$ cat src/rtl/fetch_stage.sv
// -----------------------------------------------------------------------------
// fetch_stage
//
// Instruction-fetch stage of the RV32 base core. Holds the program counter,
// presents pc[AW-1:0] to instruction_memory (combinational read), and captures
// the returned word into the IF/ID register. The IF/ID register is offered to
// decode over a valid/ready handshake. Branch/jump resolution can redirect the
// PC at any time. A redirect flushes the IF/ID register and creates a
// one-cycle bubble.
//
// Parameters
//   MEM_SIZE    instruction memory size in bytes (AW = $clog2(MEM_SIZE))
//   INST_WIDTH  instruction word width
//   RESET_PC    PC value loaded on reset
//
// Ports
//   i_clk          clock, rising edge
//   i_rst_n        asynchronous active-low reset
//   o_imem_addr    byte address to instruction memory (pc[AW-1:0])
//   i_imem_inst    word returned by instruction memory
//   i_redirect     take i_redirect_pc as the new PC
//   i_redirect_pc  redirect target byte address
//   o_if_valid     IF/ID register holds a valid instruction
//   o_if_inst      IF/ID instruction
//   o_if_pc        PC of o_if_inst
//   i_id_ready     decode accepts IF/ID contents this cycle
//   o_misalign     one-cycle pulse after a redirect whose target had bits[1:0] != 0
//   o_fetch_cnt    number of instructions loaded into IF/ID (wraps)
// -----------------------------------------------------------------------------
module fetch_stage #(
    parameter int          MEM_SIZE   = 1024,
    parameter int          INST_WIDTH = 32,
    parameter logic [31:0] RESET_PC   = 32'h0000_0000,
    localparam int         AW         = $clog2(MEM_SIZE)
) (
    input  logic                  i_clk,
    input  logic                  i_rst_n,
    output logic [AW-1:0]         o_imem_addr,
    input  logic [INST_WIDTH-1:0] i_imem_inst,
    input  logic                  i_redirect,
    input  logic [31:0]           i_redirect_pc,
    output logic                  o_if_valid,
    output logic [INST_WIDTH-1:0] o_if_inst,
    output logic [31:0]           o_if_pc,
    input  logic                  i_id_ready,
    output logic                  o_misalign,
    output logic [31:0]           o_fetch_cnt
);

    // Architectural state
    logic [31:0]           pc_q,        pc_d;
    logic                  if_valid_q,  if_valid_d;
    logic [INST_WIDTH-1:0] if_inst_q,   if_inst_d;
    logic [31:0]           if_pc_q,     if_pc_d;
    logic                  misalign_q,  misalign_d;
    logic [31:0]           fetch_cnt_q, fetch_cnt_d;

    // The IF/ID slot can take a new word when it is empty or being consumed.
    logic adv;
    assign adv = !if_valid_q || i_id_ready;

    // Next-state logic. Priority: redirect, then advance, otherwise stall (hold).
    always_comb begin
        pc_d        = pc_q;
        if_valid_d  = if_valid_q;
        if_inst_d   = if_inst_q;
        if_pc_d     = if_pc_q;
        fetch_cnt_d = fetch_cnt_q;
        // Misalign is a pulse: it clears on every cycle without a misaligned redirect.
        misalign_d  = 1'b0;

        if (i_redirect) begin
            // Target is force-aligned to a word; the dropped low bits are
            // reported through the misalign pulse. The IF/ID payload keeps its
            // old value but is no longer valid.
            pc_d       = {i_redirect_pc[31:2], 2'b00};
            if_valid_d = 1'b0;
            misalign_d = (i_redirect_pc[1:0] != 2'b00);
        end else if (adv) begin
            if_inst_d   = i_imem_inst;
            if_pc_d     = pc_q;
            if_valid_d  = 1'b1;
            pc_d        = pc_q + 32'd4;
            fetch_cnt_d = fetch_cnt_q + 32'd1;
        end
    end

    always_ff @(posedge i_clk or negedge i_rst_n) begin
        if (!i_rst_n) begin
            pc_q        <= RESET_PC;
            if_valid_q  <= 1'b0;
            if_inst_q   <= '0;
            if_pc_q     <= '0;
            misalign_q  <= 1'b0;
            fetch_cnt_q <= '0;
        end else begin
            pc_q        <= pc_d;
            if_valid_q  <= if_valid_d;
            if_inst_q   <= if_inst_d;
            if_pc_q     <= if_pc_d;
            misalign_q  <= misalign_d;
            fetch_cnt_q <= fetch_cnt_d;
        end
    end

    // Upper PC bits are ignored, so fetch addresses alias modulo MEM_SIZE.
    assign o_imem_addr = pc_q[AW-1:0];
    assign o_if_valid  = if_valid_q;
    assign o_if_inst   = if_inst_q;
    assign o_if_pc     = if_pc_q;
    assign o_misalign  = misalign_q;
    assign o_fetch_cnt = fetch_cnt_q;

endmodule
$ cat config.mk
export PLATFORM = sky130hd
export DESIGN_NAME = fetch_stage
export DESIGN_NICKNAME = d
export VERILOG_FILES = /design/src/rtl/fetch_stage.sv
export SDC_FILE = /design/constraint.sdc
export NUM_CORES = 1
export LEC_CHECK = 0
export CAP_MARGIN = 25
export CORE_UTILIZATION = 47
export CTS_CLUSTER_SIZE = 20
export DETAILED_ROUTE_END_ITERATION = 7
export GPL_TIMING_DRIVEN = 0
export PLACE_DENSITY_LB_ADDON = 0.05
export SLEW_MARGIN = 20
export SYNTH_ARGS = -nofsm -noshare
export SYNTH_HDL_FRONTEND = slang
export SYNTH_SLANG_ARGS = --single-unit
$ cat constraint.sdc
create_clock -name i_clk -period 2.9 [get_ports i_clk]
set_clock_uncertainty 0.2 [all_clocks]
set_input_delay 0.58 -clock i_clk [delete_from_list [all_inputs] [get_ports i_clk]]
set_output_delay 0.58 -clock i_clk [all_outputs]
set_load 0.01 [all_outputs]
== After elaboration in Yosys (flattened, before gate mapping) ==
Cells that the tools add are included.
Storage, ports and cells
  register bits: 130
  output and inout bits: 108
  logic and storage cells: 19
Cells by class
  add/subtract/negate cells: 2
  multiplexer cells: 5
  bitwise gates (word level): 1
  reduce and logical (&&, ||, !) cells: 5
Operators with widths (number)
  $mux W32: 2
  $add A32 B1 Y32 const B: 1
  $add A32 B3 Y32 const B: 1
  $reduce_bool A2 Y1: 2
  $mux W1: 3
  $reduce_and A2 Y1: 1
  $logic_not A1 Y1: 1
  $logic_or A1 B1 Y1: 1
  $not A1 Y1: 1

== Longest topological paths before layout ==
  word-level depth: 4
  depth in mapped cells: 7
  depth with buffers taken out: 6

== Least setup slack after synthesis ==
No wires, ideal clock.
  path type: input -> register
  start: input i_id_ready
  end: register fetch_cnt_q[26], in the netlist o_fetch_cnt[26]
  cell stages on the path: 6
  buffers on the path: 1
  setup time: 0.125 ns
  arrival: 1.860 ns
  path slack: 0.715 ns
  path through: nand2b_1 > clkbuf_1 > nand4_1 > nor4_1 > nand4_1 > xnor2_1
On the way
  longest elaborated chain between the ends: 2
RTL lines
  start: declaration: line 45  | input logic i_id_ready,
  $logic_or A1 B1 Y1: line 60  | assign adv = !if_valid_q || i_id_ready;
  $reduce_and A2 Y1 (no line)
  end signal: assignment: line 102  | fetch_cnt_q <= fetch_cnt_d;
  end: declaration: line 56  | logic [31:0] fetch_cnt_q, fetch_cnt_d;
Every way passes these cells.
A chain may end at the register's enable or synchronous reset.

== Final worst setup path ==
  start: input i_id_ready
  end: register pc_q[29]
On the way
  longest elaborated chain between the ends: 2
RTL lines
  $logic_or A1 B1 Y1: line 60
  $reduce_bool A2 Y1 (no line)
  end signal: assignment: line 97  | pc_q <= pc_d;
  end: declaration: line 51  | logic [31:0] pc_q, pc_d;
Every way passes these cells.

==> key figures <==
Run status
  • Status: finished clean

Placed design
  • Post-DP HPWL: 9.35 mm
  • DP Worst Slack: -222 ps
  • Gpl congestion: 0.786
  • PortBufs: 171

Cells and area
  • Commonest non-fill, non-tap cell in the layout: clkdlybuf4s50_1
  • Layout cells sized above 1: 18.5%
  • Ant diodes: 0
  • FILL cells: 857
  • Sequential cell area: 3150 µm²
  • Most frequent cells in the layout: 170 x clkdlybuf4s50_1, 126 x dfrtp_1, 63 x mux2_2
  • Area used by multi-input combinational logic: 2220 µm²
  • # nets final: 722
  • Synth-to-Final Area Change: 45.0%

Synth
  • Post-synthesis adder-cell area fraction: 0.453%
  • Yosys warns: 0
  • Mux contribution to synthesized area: 13.0%
  • Gate Count Post-Synth: 457
  • Mean post-synth cell area: 12.1 µm²
  • Compound-gate portion of the synthesized area: 3.33%
  • Largest family of logic cells by synthesized area: simple AND/OR/NAND/NOR gates
  • Synth async-reset ratio: 100%
  • Post-synthesis simple-gate area fraction: 14.2%
  • Post-synth EDFFs: 0
  • Yosys cell types: 37
  • Mapped Area: 5530 µm²
  • Synth Register Bits: 126
  • Sequential area share after synthesis: 57.0%
  • Synth Flop Type: dfrtp_1
  • Post-Synth XOR/XNOR Area: 8.87%

STA
  • Endpoints failing setup: 0
  • Final hold viol count: 0
  • Maximum clock rate: 387 MHz
  • Unrepaired setup endpoints after global routing: no
  • Setup WS post-layout: 313 ps
  • Post-Route Setup TNS: 0 ps
  • Slew Limit Fails: 0
  • Slew @ Worst Pin: 856 ps
  • Final critical-path required period: 2590 ps
  • Final worst path period share: 89.2%
  • Slew headroom: 42.5%

Detailed routing
  • Routed length per instance: 16.1 µm
  • Via count: 4224
  • Post-route ant nets: 0
  • Drc violations: 0
  • Vias/cell: 5.23
  • TritonRoute pass-1 iters: 4
  • Initial DRC count: 153
  • WL final: 13.0 mm

Pwr
  • Internal: 0.00383 W
  • Sw Ratio: 25.4%
  • VDD IR max: 582 µV
  • Clock power frac: 37.7%
  • Sw Pwr: 0.00130 W
  • Flop pwr share: 42.4%
  • Comb power frac: 19.9%
  • Power Dens Cells: 640 nW/µm²
  • LEAKAGE: 3.32 nW

Global routing
  • M3 GR Usage: 6.86%
  • Largest net degree at the start of global routing: 68
  • M1 GR Usage: 28.7%
  • Global route overflow: 0
  • Vias in the first global route: 4357
  • Initial antenna violation count: 0
  • Global-route wire length before repair: 21.8 mm
  • Met2 Usage GRT: 36.4%
  • Overall global routing resource usage: 22.6%
  • Grt peak-use layer: met2

Setup path
  • Slowest CP cell: nor3_2
  • Crit-path cells: clkdlybuf4s50_1 > nor2b_1 > nor3_2 > nand3_1 > or4_1 > a31oi_1
  • WP data arrival: 2710 ps
  • Critical path buffers and inverters: 1
  • Crit end category: flop
  • Critical-path maximum fanout: 7
  • WP data required: 3020 ps
  • Crit path kind: primary input to flop
  • Worst stage delay on the critical path: 540 ps
  • Crit path max-delay family: simple AND/OR/NAND/NOR gates
  • CP startpoint kind: primary input

Clocking
  • Clk buf depth: 2
  • CTS root buffer: clkbuf_16
  • Clock sinks: 126
  • CTS tree: yes
  • Htree depth: 4
  • Clock latency on the worst-skew pair: 410 ps
  • Post-CTS setup buffers: 0
  • Clk slew on worst S/H paths: 50 ps
  • CTS Buf Count: 17

Floorplanning
  • Die height: 110 µm
  • IO Count: 176
  • Row count: 39
  • Full die area: 12200 µm²
  • Core box area: 11400 µm²
  • Initial Utilization: 48.4%
  • Die X: 110 µm

Worst hold path
  • Tightest Hold Check Type: flop to flop

Job
  • Max cap viols: 0
==> logic make-up (layout without fill, tap and decap cells) <==
family | Yosys count | in the layout
and+or+nand+nor | 142 | 142
DFF | 126 | 126
muxes | 64 | 64
xor gates and xnor gates | 56 | 56
AOI/OAI and AO/OA | 35 | 35
buffers and inverters | 31 | 235
adders and majority gates | 2 | 2
other | 1 | 4
==> power by group through the flow <==
| stage | Combinational (W) | Sequential, W | Clock (W) |
|---|---|---|---|
| floorplan | 0.000340 | 0.00225 | 0 |
| global placement | 0.000998 | 0.00219 | 0 |
| detailed placement | 0.00103 | 0.00221 | 0 |
| CTS | 0.00103 | 0.00218 | 0.00198 |
| global route | 0.00109 | 0.00221 | 0.00206 |
| finish | 0.00102 | 0.00218 | 0.00194 |
==> final timing paths <==
check	startpoint	to	slack [ps]	cells past startpoint
min in group asynchronous	i_rst_n	o_if_inst[15]	560	2
worst max-delay path	i_id_ready	pc_q[29]	310	6
worst min register to register	o_fetch_cnt[31]	o_fetch_cnt[31]	280	1
max in group asynchronous	i_rst_n	o_if_inst[29]	1240	3
worst min-delay path	o_fetch_cnt[31]	o_fetch_cnt[31]	280	1
worst max register to register	o_if_valid	pc_q[29]	510	5
==> state kept, by name, indices dropped and copies added (netlist names) <==
name         cells
o_misalign       1
o_if_pc         30
o_if_inst       32
o_if_valid       1
o_fetch_cnt     32
pc_q            30
==> routing by layer <==
layer	part of all wire [%]	up-vias
met4	2.0	0
met3	5.7	18
met1	43	2068
met5	0	-
met2	49	156
li1	-	1982
==> Yosys cell counts, types with 2 or more instances <==
| master | count | area share, % |
|---|---|---|
| dfrtp_1 | 126 | 57 |
| mux2_2 | 63 | 13 |
| nand2_1 | 46 | 3.1 |
| xnor2_1 | 34 | 5.4 |
| nand3_1 | 27 | 2.4 |
| o21ai_0 | 25 | 2.3 |
| xor2_1 | 22 | 3.5 |
| nand4_1 | 19 | 2.2 |
| nor2_1 | 14 | 0.95 |
| buf_4 | 12 | 1.6 |
| clkbuf_1 | 10 | 0.68 |
| nor3_1 | 6 | 0.54 |
| nor4_2 | 6 | 1.4 |
| and3_1 | 5 | 0.57 |
| buf_2 | 5 | 0.45 |
| o21ai_1 | 5 | 0.45 |
| inv_1 | 4 | 0.27 |
| and4_1 | 3 | 0.48 |
| a31oi_1 | 2 | 0.23 |
| ha_1 | 2 | 0.45 |
| nand3_2 | 2 | 0.36 |
| nor2b_1 | 2 | 0.23 |
| nor4_1 | 2 | 0.23 |
| or3_1 | 2 | 0.23 |
==> layout make-up <==
cell class / instances / share of cell area [%]
buffer: 27 / 1.90
inverter: 4 / 0.187
tap: 143 / 2.23
clock buffer: 23 / 5.96
clock inverter: 8 / 0.811
multi-input combinational: 303 / 27.7
sequential: 126 / 39.3
timing repair buffer: 173 / 21.8
==> stage by stage <==
stage | utilization, % | cell area, µm² | hold slack (ps) | total power, W | cells
2_1_floorplan | - | 5540 | 84.4 | 0.00259 | 460
6_report | 70.2 | 8020 | 283 | 0.00513 | 807
3_5_place_dp | 65.3 | 7460 | 265 | 0.00323 | 775
4_1_cts | 70.2 | 8010 | 276 | 0.00519 | 807
3_3_place_gp | 65.1 | 7430 | 262 | 0.00319 | 774
5_1_grt | 70.2 | 8020 | 287 | 0.00537 | 807
==> repair_timing <==
| action | 4_1_cts | 5_1_grt |
|---|---|---|
| hold buffers | 1 | 0 |
| endpoints found under the hold margin | 39 | 0 |
| gates resized for setup | 0 | 1 |
| endpoints found under the setup margin | 0 | 1 |
No activity file was read; power rests on OpenSTA's default activity.
